===== config.mk =====
export PLATFORM = sky130hd
export DESIGN_NAME = mem_arbiter
export DESIGN_NICKNAME = d
export VERILOG_FILES = /design/src/rtl/mem_arbiter.sv
export SDC_FILE = /design/constraint.sdc
export NUM_CORES = 1
export LEC_CHECK = 0
export CORE_MARGIN = 2
export CORE_UTILIZATION = 37
export DETAILED_ROUTE_END_ITERATION = 12
export PLACE_DENSITY = 0.81
export SLEW_MARGIN = 20
export SYNTH_ARGS = -nofsm -noshare
export SYNTH_HDL_FRONTEND = slang
export SYNTH_SLANG_ARGS = --single-unit

===== constraint.sdc =====
create_clock -name clk -period 1.4 [get_ports clk]
set_clock_uncertainty 0.1 [all_clocks]
set_input_delay 0.35 -clock clk [delete_from_list [all_inputs] [get_ports clk]]
set_output_delay 0.35 -clock clk [all_outputs]
set_load 0.01 [all_outputs]

===== src/rtl/mem_arbiter.sv =====
`default_nettype none
// ============================================================================
// Module   : mem_arbiter
// Brief    : Two-requester (fetch / data) arbiter and sequencer for a single
//            shared memory port. Data stage has priority; a streak counter
//            forces a fetch grant after MAX_DM_STREAK consecutive data grants
//            taken while fetch was waiting.
// Revision : 1.0  initial release
// ============================================================================
module mem_arbiter #(
  parameter int MAX_DM_STREAK = 4
) (
  input  logic        clk,
  input  logic        rst,
  input  logic        if_req,
  input  logic [15:0] if_addr,
  output logic [15:0] if_rdata,
  output logic        if_done,
  output logic        if_stall,
  input  logic        dm_req,
  input  logic        dm_wr,
  input  logic [15:0] dm_addr,
  input  logic [15:0] dm_wdata,
  output logic [15:0] dm_rdata,
  output logic        dm_done,
  output logic        dm_stall,
  output logic        mem_en,
  output logic        mem_wr,
  output logic [15:0] mem_addr,
  output logic [15:0] mem_wdata,
  input  logic [15:0] mem_rdata,
  input  logic        mem_done,
  output logic        err
);

  localparam logic [1:0] S_IDLE  = 2'd0;
  localparam logic [1:0] S_ISSUE = 2'd1;
  localparam logic [1:0] S_WAIT  = 2'd2;
  localparam logic [1:0] S_RESP  = 2'd3;

  localparam logic [3:0] STREAK_MAX = 4'(MAX_DM_STREAK);

  logic [1:0]  state_q, state_d;
  logic        gnt_q, gnt_d;
  logic [3:0]  streak_q, streak_d;
  logic        mem_en_q, mem_en_d;
  logic        mem_wr_q, mem_wr_d;
  logic [15:0] mem_addr_q, mem_addr_d;
  logic [15:0] mem_wdata_q, mem_wdata_d;
  logic        if_done_q, if_done_d;
  logic        dm_done_q, dm_done_d;
  logic [15:0] if_rdata_q, if_rdata_d;
  logic [15:0] dm_rdata_q, dm_rdata_d;
  logic        err_q, err_d;

  logic        grant_dm;
  logic [15:0] sel_addr;
  logic [15:0] rd_word;

  // Arbitration: data wins unless fetch is waiting and the data streak is used up.
  assign grant_dm = dm_req && (!if_req || (streak_q < STREAK_MAX));
  assign sel_addr = grant_dm ? dm_addr : if_addr;
  // Writes return zero to the requester.
  assign rd_word  = mem_wr_q ? 16'h0000 : mem_rdata;

  // Next-state, grant, streak and output-register computation.
  always_comb begin
    state_d     = state_q;
    gnt_d       = gnt_q;
    streak_d    = streak_q;
    mem_en_d    = 1'b0;
    mem_wr_d    = mem_wr_q;
    mem_addr_d  = mem_addr_q;
    mem_wdata_d = mem_wdata_q;
    if_done_d   = 1'b0;
    dm_done_d   = 1'b0;
    if_rdata_d  = 16'h0000;
    dm_rdata_d  = 16'h0000;
    err_d       = 1'b0;

    case (state_q)
      S_IDLE: begin
        // Fetch not waiting: the streak restarts.
        if (!if_req) begin
          streak_d = 4'd0;
        end
        if (dm_req || if_req) begin
          gnt_d       = grant_dm;
          mem_addr_d  = sel_addr;
          mem_wr_d    = grant_dm & dm_wr;
          mem_wdata_d = grant_dm ? dm_wdata : 16'h0000;
          // A data grant with fetch waiting can only happen below the limit,
          // so the increment never exceeds STREAK_MAX.
          if (grant_dm) begin
            if (if_req) begin
              streak_d = streak_q + 4'd1;
            end
          end else begin
            streak_d = 4'd0;
          end
          if (sel_addr[0]) begin
            // Misaligned: answer immediately with err, no memory access.
            state_d   = S_RESP;
            if_done_d = ~grant_dm;
            dm_done_d = grant_dm;
            err_d     = 1'b1;
          end else begin
            state_d  = S_ISSUE;
            mem_en_d = 1'b1;
          end
        end
      end
      S_ISSUE: begin
        state_d = S_WAIT;
      end
      S_WAIT: begin
        if (mem_done) begin
          state_d    = S_RESP;
          if_done_d  = ~gnt_q;
          dm_done_d  = gnt_q;
          if_rdata_d = gnt_q ? 16'h0000 : rd_word;
          dm_rdata_d = gnt_q ? rd_word : 16'h0000;
        end
      end
      S_RESP: begin
        state_d = S_IDLE;
      end
      default: begin
        state_d = S_IDLE;
      end
    endcase
  end

  // State and output registers with asynchronous active-low reset.
  always_ff @(posedge clk or negedge rst) begin
    if (!rst) begin
      state_q     <= S_IDLE;
      gnt_q       <= 1'b0;
      streak_q    <= 4'd0;
      mem_en_q    <= 1'b0;
      mem_wr_q    <= 1'b0;
      mem_addr_q  <= 16'h0000;
      mem_wdata_q <= 16'h0000;
      if_done_q   <= 1'b0;
      dm_done_q   <= 1'b0;
      if_rdata_q  <= 16'h0000;
      dm_rdata_q  <= 16'h0000;
      err_q       <= 1'b0;
    end else begin
      state_q     <= state_d;
      gnt_q       <= gnt_d;
      streak_q    <= streak_d;
      mem_en_q    <= mem_en_d;
      mem_wr_q    <= mem_wr_d;
      mem_addr_q  <= mem_addr_d;
      mem_wdata_q <= mem_wdata_d;
      if_done_q   <= if_done_d;
      dm_done_q   <= dm_done_d;
      if_rdata_q  <= if_rdata_d;
      dm_rdata_q  <= dm_rdata_d;
      err_q       <= err_d;
    end
  end

  assign mem_en    = mem_en_q;
  assign mem_wr    = mem_wr_q;
  assign mem_addr  = mem_addr_q;
  assign mem_wdata = mem_wdata_q;
  assign if_done   = if_done_q;
  assign dm_done   = dm_done_q;
  assign if_rdata  = if_rdata_q;
  assign dm_rdata  = dm_rdata_q;
  assign err       = err_q;
  assign if_stall  = if_req & ~if_done_q;
  assign dm_stall  = dm_req & ~dm_done_q;

endmodule
`default_nettype wire


# Yosys cells after proc, flatten, opt, wreduce, memory -nomap -nowiden
# Index checks and enable logic that the tools add are counted.
dict set report totals {
  regBits 76
  in_bits 70
  out_inout_bits 71
  wordCells 64
}
dict set report classes {
  addsub 1
  order_cmp 1
  n_eq_ne 5
  mux 31
  n_bitwise 7
  n_reduce_logical 7
}
# cell n
set ops {}
lappend ops {{$mux W16} 9}
lappend ops {{$mux W4} 4}
lappend ops {{$mux W1} 12}
lappend ops {{$pmux W2 S4} 1}
lappend ops {{$mux W2} 3}
lappend ops {{$add A4 B1 Y4 const B} 1}
lappend ops {{$eq A2 B2 Y1 const B} 2}
lappend ops {{$lt A4 B3 Y1 const B} 1}
lappend ops {{$ne A2 B2 Y1 const B} 2}
lappend ops {{$not A1 Y1} 4}
lappend ops {{$pmux W1 S2} 2}
lappend ops {{$reduce_and A2 Y1} 2}
lappend ops {{$and A1 B1 Y1} 3}
lappend ops {{$eq A2 B1 Y1 const B} 1}
lappend ops {{$logic_not A2 Y1} 1}
lappend ops {{$logic_or A1 B1 Y1} 2}
lappend ops {{$logic_and A1 B1 Y1} 1}
lappend ops {{$logic_not A1 Y1} 1}

# Longest topological paths before layout
dict set report logic_depth {
  word_depth 7
  depth_mapped 8
  depth_no_buf 5
}

# Least setup slack after synthesis
# OpenSTA, ideal clock, no wires.
dict set report synth_path {
  kind {reg-to-reg}
  from {register state_q[1]}
  to {register streak_q[0]}
  setup_time_ps 120
  arrival_ps 1321
  required_ps 1180
  slack_ps -141
  path_stages_with_launch 8
  n_path_buf 2
  period_less_slack_ps 1541
  path_cell_list {dfrtp_1 inv_1 ha_1 buf_2 nand2_1 and2b_1 buf_2 a31o_2}
}
dict set report synth_between {
  elab_chain_cells 1
}
# item line
set synth_lines {}
lappend synth_lines {{start: declaration} 43} ;# logic [1:0] state_q, state_d;
lappend synth_lines {{start signal: assignment} 150} ;# state_q <= state_d;
lappend synth_lines {{$logic_not A2 Y1} 81} ;# case (state_q)
lappend synth_lines {{end signal: assignment} 152} ;# streak_q <= streak_d;
lappend synth_lines {{end: declaration} 45} ;# logic [3:0] streak_q, streak_d;
# Every way passes these cells.
# A chain may end at the register's enable or synchronous reset.

# Final worst setup path
dict set report layout_path {
  from {register state_q[0]}
  to {register mem_wdata_q[9] (netlist: mem_wdata[9])}
}
dict set report layout_between {
  elab_chain_cells 2
}
# item line
set layout_lines {}
lappend layout_lines {{$logic_not A2 Y1} 81}
lappend layout_lines {{$reduce_and A2 Y1 (no line)} n/a}
lappend layout_lines {{end signal: assignment} 156} ;# mem_wdata_q <= mem_wdata_d;
lappend layout_lines {{end: declaration} 49} ;# logic [15:0] mem_wdata_q, mem_wdata_d;
# Every way passes these cells.

==> flow_metrics.tcl <==
set metrics [dict create \
    status "finished with violations" \
    violations "negative setup slack" \
    worst_setup_path_start_kind "register" \
    fp.dieW_um 94.88 \
    clk_path_buf_depth 2 \
    antenna_cells 0 \
    yosysTopAreaCell "sky130_fd_sc_hd__dfrtp_1" \
    critical_path_peak_fanout 7 \
    power.leakage_nw 2.431 \
    drc 0 \
    drt-initial-drc-count 72 \
    switch_share_pct 33.90 \
    path_cells "inv_2, ha_4, nand2_2, and2b_4, clkbuf_16, a22o_1" \
    power_switching_mw 2.960 \
    internal_power_mw 5.772 \
    fill_cells 667 \
    timing.final.setup_violations 38 \
    ys.warnings.count 0 \
    track_usage_pct 19.56 \
    synth.lib_cells_used.distinct 35 \
    final.setup.worst_slack_ps -93.68 \
    globalRoute.totalOverflow 0 \
    numCtsBuffers 9 \
    insertion_delay_ps 340 \
    floorplan.initialDensity_pct 37.76 \
    max-slew-margin-rel_pct 78.95 \
    critical_path.n_buffers_inverters 2 \
    pwr_per_cell_area_nw_per_um2 1784 \
    antenna_violations_before_repair 0 \
    number_of_nets_in_the_finished_design 516 \
    launch_point_of_the_worst_reg_to_reg_path "state_q[0]" \
    hold_viol 0 \
    cts.sinks 76 \
    hpwl_reported_at_the_end_of_detailed_placement_um 6207 \
    fp.dieH_um 94.88 \
    synth.cell_area_um2 3055 \
    synth_area_leaders "sky130_fd_sc_hd__dfrtp_1 (62%), sky130_fd_sc_hd__a22o_1 (4.9%), sky130_fd_sc_hd__nor2_1 (4.4%)" \
    kind_of_end_point_of_the_critical_path "register" \
    reg2reg_setup_slack_ps -90 \
    worstReg2RegEnd "mem_wdata[9]" \
    slew_viol_final 0 \
    first_global_vias 2685 \
    timing.critical_path.required_ps 1580 \
    gp_congestion 0.7387 \
    timing.setup.critical_path_class "register to register" \
    total_iterations_of_the_first_detailed_routing_run 4 \
    clock_pin_slew_on_the_worst_setup_and_hold_paths_ps 90 \
    maximum_achievable_frequency_mhz 669.5 \
    min_period_ps 1494 \
    fp.coreArea_um2 8093 \
    drt_wl_total_um 8681 \
    grt_start_max_net_pins 26 \
    ir_drop_mv 0.7144 \
    number_of_synthesized_register_bits 76 \
    period_utilisation_layout_pct 106.7 \
    cpPeakStageDelay_ps 380 \
    dpl_ws_ps -657.6 \
    io_pins 141 \
    synthesis.area_per_instance_um2 11.53 \
    total_power_mw 8.732 \
    htree_levels 3 \
    wl_per_cell_um 15.70 \
    cp_top_family "simple AND/OR/NAND/NOR gates" \
    dieArea_um2 9001 \
    buffer_ports.inserted 140 \
    final_layout_size_suffix_gt1_share_pct 35.49 \
    synth-seq-area-share_pct 62.24 \
    timing.max_cap.violations 0 \
    syn-num-nets 338 \
    finalCoreUtilization_pct 60.48 \
    cp_slowest_cell "sky130_fd_sc_hd__dfrtp_1" \
    grt_setup_unrepaired "true" \
    post_drt_via_cell_ratio 4.830 \
    worst-endpoint-arrival_ps 1670 \
    worstHoldPathType "input pin to async pin" \
    drt.antenna.violating_nets 0 \
    pwr-share-seq_pct 35.7 \
    power_frac_comb_pct 44.7 \
    num_vias 2671 \
    synth_largest_type_area_fraction_pct 62.24 \
    syn2layout_area_growth_pct 60.20 \
    p_clk_share_pct 19.6 \
    global_route_wire_length_before_repair_um 13340 \
    postSynthCellCount 265 \
    worst-slew-pin-transition_ps 315.8 \
    worst_r2r_path_depth 6 \
    placement_rows 33 \
    cts_tree "done" \
    cts.root.buffer_cell "sky130_fd_sc_hd__clkbuf_8" \
]
layout by cell type (no fill, tap or decap), types with 2 or more instances in the layout:
cell | Yosys | routed
sky130_fd_sc_hd__nand4_1 | 15 | 15
sky130_fd_sc_hd__o21ai_4 | 1 | 2
sky130_fd_sc_hd__dfrtp_1 | 76 | 76
sky130_fd_sc_hd__a22o_1 | 17 | 17
sky130_fd_sc_hd__nor2_1 | 36 | 35
sky130_fd_sc_hd__clkbuf_8 | 0 | 10
sky130_fd_sc_hd__nor2b_1 | 6 | 4
sky130_fd_sc_hd__buf_12 | 0 | 6
sky130_fd_sc_hd__dlygate4sd2_1 | 0 | 2
sky130_fd_sc_hd__inv_6 | 0 | 2
sky130_fd_sc_hd__buf_2 | 10 | 54
sky130_fd_sc_hd__clkdlybuf4s50_1 | 0 | 66
sky130_fd_sc_hd__clkbuf_2 | 0 | 15
sky130_fd_sc_hd__o21ai_1 | 1 | 2
sky130_fd_sc_hd__nand3_1 | 2 | 2
sky130_fd_sc_hd__ha_1 | 3 | 2
sky130_fd_sc_hd__o211ai_2 | 9 | 9
sky130_fd_sc_hd__buf_4 | 2 | 29
sky130_fd_sc_hd__nand2b_1 | 16 | 16
sky130_fd_sc_hd__nand2_1 | 32 | 31
sky130_fd_sc_hd__inv_2 | 0 | 2
sky130_fd_sc_hd__and2_1 | 3 | 2
sky130_fd_sc_hd__buf_6 | 2 | 12
sky130_fd_sc_hd__inv_1 | 4 | 2
sky130_fd_sc_hd__o211ai_1 | 7 | 7
logic make-up after synthesis:
kind of cell | Yosys count | synth area share (%)
flops | 76 | 62.24
buf+inv | 23 | 3.972
simple gates | 115 | 18.18
fa+ha+maj | 3 | 1.229
compound gates | 48 | 14.37
per-layer routing:
layer | GRT usage, % | vias to the layer above | wire length, um
li1 | - | 1264 | -
met1 | 23.38 | 1287 | 3504
met2 | 33.04 | 111 | 4275
met3 | 6.225 | 9 | 758
met4 | 7.126 | 0 | 142
met5 | 0 | - | 0
stage by stage:
step	hold WS [ps]	setup TNS, ps	area [um^2]	instances
after floorplan	-45.59	-860.2	3097	265
after global placement	162.0	-28830	4773	518
after detailed placement	164.7	-29840	4773	518
after CTS	330.9	-2091	4962	549
after global routing	334.8	-5341	4895	553
final	328.2	-1933	4895	553
how the worst max path moves through the flow:
| stage | slack (ps) | cells after the start | start | endpoint |
|---|---|---|---|---|
| after floorplan | -80 | 6 | state_q[1] | state_q[1] |
| after global placement | -680 | 3 | dm_req | dm_stall |
| after detailed placement | -660 | 3 | if_req | if_stall |
| after CTS | -100 | 6 | state_q[1] | dm_done |
| after global routing | -140 | 6 | state_q[0] | mem_wdata[9] |
| final | -90 | 6 | state_q[0] | mem_wdata[9] |
synthesized netlist by cell type:
master and instances:
sky130_fd_sc_hd__or3b_2 1, sky130_fd_sc_hd__nor2_1 36, sky130_fd_sc_hd__o22ai_1 1, sky130_fd_sc_hd__a41o_1 1
sky130_fd_sc_hd__buf_6 2, sky130_fd_sc_hd__buf_2 10, sky130_fd_sc_hd__a21o_1 1, sky130_fd_sc_hd__o211ai_2 9
sky130_fd_sc_hd__nand3b_1 1, sky130_fd_sc_hd__o21ai_2 1, sky130_fd_sc_hd__a22o_1 17, sky130_fd_sc_hd__o21ai_0 2
sky130_fd_sc_hd__and2_1 3, sky130_fd_sc_hd__a31o_2 1, sky130_fd_sc_hd__or3b_1 1, sky130_fd_sc_hd__nor2b_1 6
sky130_fd_sc_hd__ha_1 3, sky130_fd_sc_hd__dfrtp_1 76, sky130_fd_sc_hd__nor3b_1 1, sky130_fd_sc_hd__o211ai_1 7
sky130_fd_sc_hd__and2b_1 1, sky130_fd_sc_hd__buf_4 2, sky130_fd_sc_hd__a21oi_1 1, sky130_fd_sc_hd__a21bo_2 1
sky130_fd_sc_hd__o211a_1 1, sky130_fd_sc_hd__nand4_1 15, sky130_fd_sc_hd__o21a_1 2, sky130_fd_sc_hd__o21ai_1 1
sky130_fd_sc_hd__inv_1 4, sky130_fd_sc_hd__o21ai_4 1, sky130_fd_sc_hd__nand2_1 32, sky130_fd_sc_hd__a211oi_2 1
sky130_fd_sc_hd__nand2b_1 16, sky130_fd_sc_hd__clkbuf_1 5, sky130_fd_sc_hd__nand3_1 2
timing repair:
action / in CTS / in global routing
hold buffers: 1 / 0
gates resized for setup: 266 / 38
buffers inserted: 13 / 2
pin swaps: 1 / 5
endpoints found under the setup margin: 113 / 93
cloned: 1 / 2
hold endpoints to repair: 19 / 0
power by group through the flow:
stage	combinational [mW]	clock (mW)	sequential (mW)
2_1_floorplan	1.61	0	3.39
3_3_place_gp	3.70	0	3.16
3_5_place_dp	3.84	0	3.16
4_1_cts	3.84	1.75	3.12
5_1_grt	4.24	1.86	3.19
6_report	3.91	1.71	3.12
sequential cells by signal, indices dropped and copies added (netlist names), 2 cells and up:
signal	flops
mem_addr	16
if_rdata	16
streak_q	4
mem_wdata	16
state_q	2
dm_rdata	16
final cells by class:
type	count	area, um^2	area share, %
clock buffers	10	137.6	2.812
clock inverters	6	68.82	1.406
inverters	4	15.01	0.3067
multi-input cells	166	1109	22.65
flip-flops and latches	76	1902	38.85
well taps	105	131.4	2.684
repair buffers	186	1531	31.29
No activity file was read; power rests on OpenSTA's default activity.
